**src/rtl/axi_rx_channel.sv**
```systemverilog
// ---------------------------------------------------------------------------
// axi_rx_channel
//
// Receiving end of an AXI-style VALID/READY channel. Drives a registered
// READY, captures xDATA on every handshake into a small first-word-fall-
// through buffer and presents the buffered words to a local consumer through
// its own rx_valid/rx_ready pair. Usable on any channel where this side is
// the sink (W/AW/AR at a slave, R/B at a master).
//
// Parameters:
//   WIDTH    payload width in bits
//   DEPTH    buffer entries, power of two, >= 2
//
// Ports:
//   ACLK      in   clock, rising edge
//   ARESETn   in   synchronous active-low reset
//   VALID     in   bus valid from the transmitter
//   READY     out  bus ready, registered (no path from VALID or rx_ready)
//   xDATA     in   bus payload
//   rx_data   out  head-of-buffer word (don't-care while rx_valid = 0)
//   rx_valid  out  head word present
//   rx_ready  in   consumer accepts the head word
//   rx_count  out  number of occupied entries
//   proto_err out  sticky protocol-violation flag
//
// Build option:
//   RX_PROTOCOL_CHECK_EN  when defined, a bus protocol checker drives
//                         proto_err (VALID dropped or xDATA changed while
//                         stalled). When undefined proto_err is tied to 0.
// ---------------------------------------------------------------------------
module axi_rx_channel #(
    parameter int WIDTH = 8,
    parameter int DEPTH = 2
) (
    input  logic                       ACLK,
    input  logic                       ARESETn,
    input  logic                       VALID,
    output logic                       READY,
    input  logic [WIDTH-1:0]           xDATA,
    output logic [WIDTH-1:0]           rx_data,
    output logic                       rx_valid,
    input  logic                       rx_ready,
    output logic [$clog2(DEPTH+1)-1:0] rx_count,
    output logic                       proto_err
);

    localparam int PTR_W = (DEPTH > 1) ? $clog2(DEPTH) : 1;
    localparam int CNT_W = $clog2(DEPTH + 1);

    localparam logic [PTR_W-1:0] PTR_ONE  = PTR_W'(1);
    localparam logic [CNT_W-1:0] CNT_ONE  = CNT_W'(1);
    localparam logic [CNT_W-1:0] CNT_LAST = CNT_W'(DEPTH - 1);
    localparam logic [CNT_W-1:0] CNT_FULL = CNT_W'(DEPTH);

    typedef enum logic [1:0] {
        ST_EMPTY   = 2'd0,
        ST_PARTIAL = 2'd1,
        ST_FULL    = 2'd2
    } rx_state_t;

    logic [WIDTH-1:0] mem_r [DEPTH];
    logic [PTR_W-1:0] wr_ptr_r;
    logic [PTR_W-1:0] rd_ptr_r;
    logic [CNT_W-1:0] count_r;
    rx_state_t        state_r;
    logic             ready_r;
    logic             rx_valid_r;
    logic [WIDTH-1:0] rx_data_r;

    logic             push_s;
    logic             pop_s;
    logic [CNT_W-1:0] count_next_s;
    logic [PTR_W-1:0] rd_ptr_next_s;
    logic [WIDTH-1:0] head_next_s;
    rx_state_t        state_next_s;

    // Handshakes, next occupancy, next read pointer and next head word.
    always_comb begin
        push_s        = VALID && ready_r;
        pop_s         = rx_valid_r && rx_ready;
        count_next_s  = count_r;
        rd_ptr_next_s = rd_ptr_r;
        head_next_s   = mem_r[rd_ptr_r];

        if (push_s && !pop_s) begin
            count_next_s = count_r + CNT_ONE;
        end else if (!push_s && pop_s) begin
            count_next_s = count_r - CNT_ONE;
        end else begin
            count_next_s = count_r;
        end

        if (pop_s) begin
            rd_ptr_next_s = rd_ptr_r + PTR_ONE;
        end else begin
            rd_ptr_next_s = rd_ptr_r;
        end

        // A push can only land on the next head slot when the buffer is
        // otherwise drained, so the incoming word bypasses the memory.
        if (push_s && (wr_ptr_r == rd_ptr_next_s)) begin
            head_next_s = xDATA;
        end else begin
            head_next_s = mem_r[rd_ptr_next_s];
        end
    end

    // Occupancy state transitions.
    always_comb begin
        state_next_s = state_r;
        case (state_r)
            ST_EMPTY: begin
                if (push_s) begin
                    state_next_s = ST_PARTIAL;
                end else begin
                    state_next_s = ST_EMPTY;
                end
            end
            ST_PARTIAL: begin
                if (push_s && !pop_s && (count_r == CNT_LAST)) begin
                    state_next_s = ST_FULL;
                end else if (pop_s && !push_s && (count_r == CNT_ONE)) begin
                    state_next_s = ST_EMPTY;
                end else begin
                    state_next_s = ST_PARTIAL;
                end
            end
            ST_FULL: begin
                if (pop_s) begin
                    state_next_s = ST_PARTIAL;
                end else begin
                    state_next_s = ST_FULL;
                end
            end
            default: begin
                state_next_s = ST_EMPTY;
            end
        endcase
    end

    // Control registers: pointers, count, state and the registered flags.
    always_ff @(posedge ACLK) begin
        if (!ARESETn) begin
            wr_ptr_r   <= '0;
            rd_ptr_r   <= '0;
            count_r    <= '0;
            state_r    <= ST_EMPTY;
            ready_r    <= 1'b0;
            rx_valid_r <= 1'b0;
        end else begin
            if (push_s) begin
                wr_ptr_r <= wr_ptr_r + PTR_ONE;
            end
            rd_ptr_r   <= rd_ptr_next_s;
            count_r    <= count_next_s;
            state_r    <= state_next_s;
            ready_r    <= (count_next_s != CNT_FULL);
            rx_valid_r <= (state_next_s != ST_EMPTY);
        end
    end

    // Storage and registered head word; contents are intentionally not reset.
    always_ff @(posedge ACLK) begin
        if (push_s) begin
            mem_r[wr_ptr_r] <= xDATA;
        end
        rx_data_r <= head_next_s;
    end

    assign READY    = ready_r;
    assign rx_valid = rx_valid_r;
    assign rx_data  = rx_data_r;
    assign rx_count = count_r;

`ifdef RX_PROTOCOL_CHECK_EN
    logic             stall_r;
    logic [WIDTH-1:0] stall_data_r;
    logic             proto_err_r;

    // Remember a stalled transfer and flag it if it is withdrawn or altered.
    always_ff @(posedge ACLK) begin
        if (!ARESETn) begin
            stall_r      <= 1'b0;
            stall_data_r <= '0;
            proto_err_r  <= 1'b0;
        end else begin
            stall_r      <= VALID && !ready_r;
            stall_data_r <= xDATA;
            if (stall_r && (!VALID || (xDATA != stall_data_r))) begin
                proto_err_r <= 1'b1;
            end
        end
    end

    assign proto_err = proto_err_r;
`else
    assign proto_err = 1'b0;
`endif

endmodule
```
**config.mk**
```make
export PLATFORM = sky130hd
export DESIGN_NAME = axi_rx_channel
export DESIGN_NICKNAME = d
export VERILOG_FILES = /design/src/rtl/axi_rx_channel.sv
export SDC_FILE = /design/constraint.sdc
export NUM_CORES = 1
export LEC_CHECK = 0
export CAP_MARGIN = 10
export CELL_PAD_IN_SITES_DETAIL_PLACEMENT = 0
export CELL_PAD_IN_SITES_GLOBAL_PLACEMENT = 1
export CORE_MARGIN = 8
export CORE_UTILIZATION = 34
export DETAILED_ROUTE_END_ITERATION = 10
export GPL_TIMING_DRIVEN = 1
export PLACE_DENSITY_LB_ADDON = 0.1
export SLEW_MARGIN = 25
export SYNTH_ARGS = -nofsm -noshare
export SYNTH_HDL_FRONTEND = slang
export SYNTH_SLANG_ARGS = --single-unit
```
**constraint.sdc**
```tcl
create_clock -name ACLK -period 1.2 [get_ports ACLK]
set_input_delay 0.12 -clock ACLK [delete_from_list [all_inputs] [get_ports ACLK]]
set_output_delay 0.12 -clock ACLK [all_outputs]
set_load 0.01 [all_outputs]
```
* After elaboration in Yosys (flattened, before gate mapping) *
Memories as Yosys holds them, arrays and structs flattened. A register that Yosys moved wholly into a read port is not among the register bits.
Cells that the tools add are included.

storage, ports and cells
  output and inout port bits = 13
  RAM bits = 16
  register bits after elaboration = 8
  input bits = 12
  memories kept = 1

memory list
  name   words  bits a word  rd ports  clocked after Yosys merged registers in  write ports  line  text
  mem_r  2      8            1         1                                        1            61    logic [WIDTH-1:0] mem_r [DEPTH];

operators by class
  add/sub/neg operators = 4
  equal/unequal tests = 4
  multiplexer cells = 10
  reduce and logical (&&, ||, !) cells = 10

operators with widths
  kind                 number
  $mux 2               4
  $logic_and 1x1->1    6
  $pmux 2 s3           1
  $mux 1               5
  $eq 2x1->1 const B   2
  $add 1x1->1 const B  2
  $add 2x1->2 const B  1
  $eq 2x2->1 const B   1
  $logic_not 1->1      2
  $logic_not 2->1      1
  $ne 2x2->1 const B   1
  $reduce_bool 2->1    1
  $sub 2x1->2 const B  1

* Logic depth before layout (Yosys ltp) *
  depth after elaboration = 8
  mapped depth = 6
  mapped depth without buffers = 6

* Worst setup path after synthesis *
OpenSTA, ideal clock, no wires.

  path type = register -> register
  from = reg ready_r (netlist: READY)
  to = mem mem_r[0][0], enable pin
  stages on the path, launching flop included = 3
  data required time = 0.826 ns
  arrival = 0.904 ns
  path slack = -0.078 ns
  path through = dfxtp_1 > nand2_1 > nor2_1

on the way
  cells in the longest elaborated chain, start to end = 3

RTL lines
  element                       line  text
  start, declared               66    logic ready_r;
  start signal, assigned        157   ready_r <= (count_next_s != CNT_FULL);
  $logic_and 1x1->1             79    push_s = VALID && ready_r;
  $mux 1                        164   if (push_s) begin
  $mux 1 (implied by the code)  165   mem_r[wr_ptr_r] <= xDATA;
  end, declared                 61

No other way between the ends.

==> impl_summary.md <==
Layout
The antenna diode count is 0. The filler cells instantiated in the layout total 285. In the final layout, the multi-input gates occupy 378 um^2. The share of post-route cells with drive strength above 1 is 40.6%.

Across the whole layout, storage elements account for 669 um^2. From synthesis to final layout, the design area changed by 41.3%. Cells fill 48.8% of the core in the end.

For this run, the post-layout net count is 120.

Critical path
For the worst setup path, the data required time is 1.08 ns. The worst setup path is captured at an output port. The largest fanout on the critical path is 4. The count of buffering cells on the critical path with inverters included is 2. The worst setup path is of the register to output port kind.

The kind of cell adding the most delay to the critical path is flip-flops. At the worst endpoint, the arrival time is 1.22 ns. The signal on the critical path passes through buf_6, mux2_4, buf_6. The largest stage delay on the critical path is 0.37 ns. By instance count, the cell type seen most on the critical path is sky130_fd_sc_hd__buf_6. The critical path startpoint category is a register. The cell with the largest stage delay on the worst path is sky130_fd_sc_hd__dfxtp_2.

Clock network
In this run, CTS created clock tree buffers numbering 3. Counting along the longest clock path gives a buffer depth of 2. The later-pin clock latency in the skew report is 0.31 ns. The clock-pin slew on the worst setup and hold paths is 0.14 ns.

In this run the number of H-tree levels came out at 1. The clock tree from TritonCTS is yes. The number of buffers inserted to repair setup after CTS is 0.

In this run the clock root is driven by a sky130_fd_sc_hd__clkbuf_4. The clock sink total is 25.

Drt
For this block, the initial DRC count from the detailed router was 2. The routed design uses 879 um of met2 wire. After detailed routing, the number of vias per cell comes to 4.63.

The detailed-route wire length per cell is 13.7 um. The count of TritonRoute iterations in the first routing pass is 2. In the routed design, unresolved DRC markers number 0. The met3 wire length is 120 um. The post-detailed-route count of antenna-violating nets is 0. The final route contains 644 vias. For this block, wires on met1 add up to 888 um. Wires add up to 1.91 mm. Signal routing reaches up to met4.

Placement
At the end of routability-driven placement, the weighted congestion stood at 0.768. Before CTS, the worst setup slack after placement is -0.201 ns. The detailed placer's ending HPWL is 1.47 mm.

The count of port buffers added during placement is 23.

Outcome
The run finished, with violations left. The final reports fail on setup timing.

Floorplan
The total number of placement rows is 20. The die is 70.8 um tall. The initial standard-cell utilization of the core is 34.5%. The die covers 5010 um^2.

The area of the core is 2950 um^2. The floorplan step set the die width to 70.8 um. 25 I/O pins were placed.

Global routing
The number of antenna violations at the first check in global routing came to 0. The aggregate global routing overflow is 0. The first global-routing pass estimated 3.30 mm of wire. The total routing resource utilization after global routing is 8.43%. The maximum number of pins on one net before global-route repair is 15. The via count of the first global-routing pass is 719.

Synth
The post-synthesis cell count is 72. Of all cell types, the one taking the most synthesized area is sky130_fd_sc_hd__edfxtp_1. Yosys printed 0 warnings. The synthesized design devotes to its leading area cell type 47.1% of total area. The netlist uses 30 different library cells. In this run, synthesis produced a sequential element count of 25. The most used standard cell by instance count after synthesis is sky130_fd_sc_hd__edfxtp_1. The predominant post-synthesis flop cell is sky130_fd_sc_hd__edfxtp_1. The number of nets in the synthesized netlist is 85. After synthesis, the most frequently instantiated cells are sky130_fd_sc_hd__edfxtp_1 (16), sky130_fd_sc_hd__dfxtp_1 (9), sky130_fd_sc_hd__mux2_2 (8), sky130_fd_sc_hd__nand2_1 (6). A synthesized cell averages 14.2 um^2. The fraction of synthesis flops using an asynchronous set or reset pin is 0%.

Yosys attributes the largest share of cell area to sky130_fd_sc_hd__edfxtp_1 (47%), sky130_fd_sc_hd__dfxtp_1 (18%), sky130_fd_sc_hd__mux2_2 (8.8%). The share of the Yosys chip area taken by registers is 64.8%. The number of synthesized flops with an enable pin is 16.

Summing every instance area after synthesis gives 1020 um^2.

Hold path
The worst hold-check path type is primary input to register.

Pwr
The post-route total power is 2.14 mW. Power spread over the standard cell area amounts to 1480 nW/um^2. The leakage power total is 0.579 nW.

Across the VDD grid, the largest voltage drop is 0.743 mV.

Run
The tool flagged a number of max-cap violations equal to 0.

Timing
The number of hold violations in the final report is 0. The maximum clock frequency is 744 MHz. The number of max-slew violations in the final report is 0. The post-layout minimum cycle time is 1.34 ns.

Setup violations remaining at the end of the flow were counted as 8. The minimum setup slack in the final design is -0.144 ns. The clock tree skew after final layout is 0.00543 ns. Setup repair after global routing could not meet its margin everywhere. The ratio of final minimum period to clock period is 112%.
==> final timing paths <==
kind,startpoint,end,slack [ns],cells after the start
max,register,rx_data[0],-0.14,3
max reg2reg,READY$_SDFF_PN0_,rx_count[1]$_SDFF_PN0_,0.10,4
min reg2reg,rx_count[0]$_SDFF_PN0_,READY$_SDFF_PN0_,0.50,1
min,xDATA[1],mem_r[0][1]$_DFFE_PP_,0.38,1
==> cell families after synthesis <==
family	synth area share, %
DFF	64.8
and+or+nand+nor	7.98
AOI/OAI and AO/OA	7.24
muxes	9.82
buffers and inverters	3.07
xor gates and xnor gates	4.42
adders and majority gates	2.33
other	0.368
==> what timing repair did <==
| item | 4_1_cts | 5_1_grt |
|---|---|---|
| endpoints found under the setup margin | 12 | 12 |
| gates resized for setup | 55 | 9 |
| endpoints found under the hold margin | 0 | 0 |
| hold buffers | 0 | 0 |
| pin swaps | 0 | 0 |
==> layer usage <==
layer | up-vias | track usage [%]
met5 | - | 0
met4 | 0 | 4.85
met3 | 2 | 3.11
met2 | 13 | 13.1
met1 | 301 | 9.74
li1 | 328 | -
==> final cells by class <==
class	count	area share, %
well taps	33	2.86
repair buffers	33	22.0
clock inverters	1	0.347
flip-flops and latches	25	46.4
inverters	2	0.521
clock buffers	3	1.56
multi-input cells	42	26.2
==> metrics by stage <==
step	hold WS [ns]	instance area [um^2]	std cells	setup TNS [ns]
floorplan	0.219	1020	72	0
global placement	0.491	1350	135	-3.55
detailed placement	0.505	1350	135	-4.09
CTS	0.366	1410	139	-1.33
global route	0.364	1440	139	-1.48
finish	0.379	1440	139	-1.12
==> flip-flops by register name (all words and copies together) (netlist names), named ones only <==
name,flops
rx_valid,1
READY,1
rd_ptr_r,1
rx_count,2
state_r,2
wr_ptr_r,1
mem_r,16
==> power breakdown <==
group | switching (mW) | internal, mW
Clock | 0.241 | 0.124
Sequential | 0.0662 | 1.02
Combinational | 0.276 | 0.411
==> cells in the final DEF (no fill, tap or decap), types with 3 or more instances in the layout <==
master,instances
sky130_fd_sc_hd__dfxtp_2,4
sky130_fd_sc_hd__clkdlybuf4s50_1,11
sky130_fd_sc_hd__buf_6,10
sky130_fd_sc_hd__dlygate4sd2_1,4
sky130_fd_sc_hd__edfxtp_1,16
sky130_fd_sc_hd__clkbuf_4,3
sky130_fd_sc_hd__buf_4,8
sky130_fd_sc_hd__mux2_4,8
sky130_fd_sc_hd__a31oi_1,3
sky130_fd_sc_hd__nand2_1,6
sky130_fd_sc_hd__and2_1,3
sky130_fd_sc_hd__dfxtp_1,4
(Power assumes the default switching activity.)
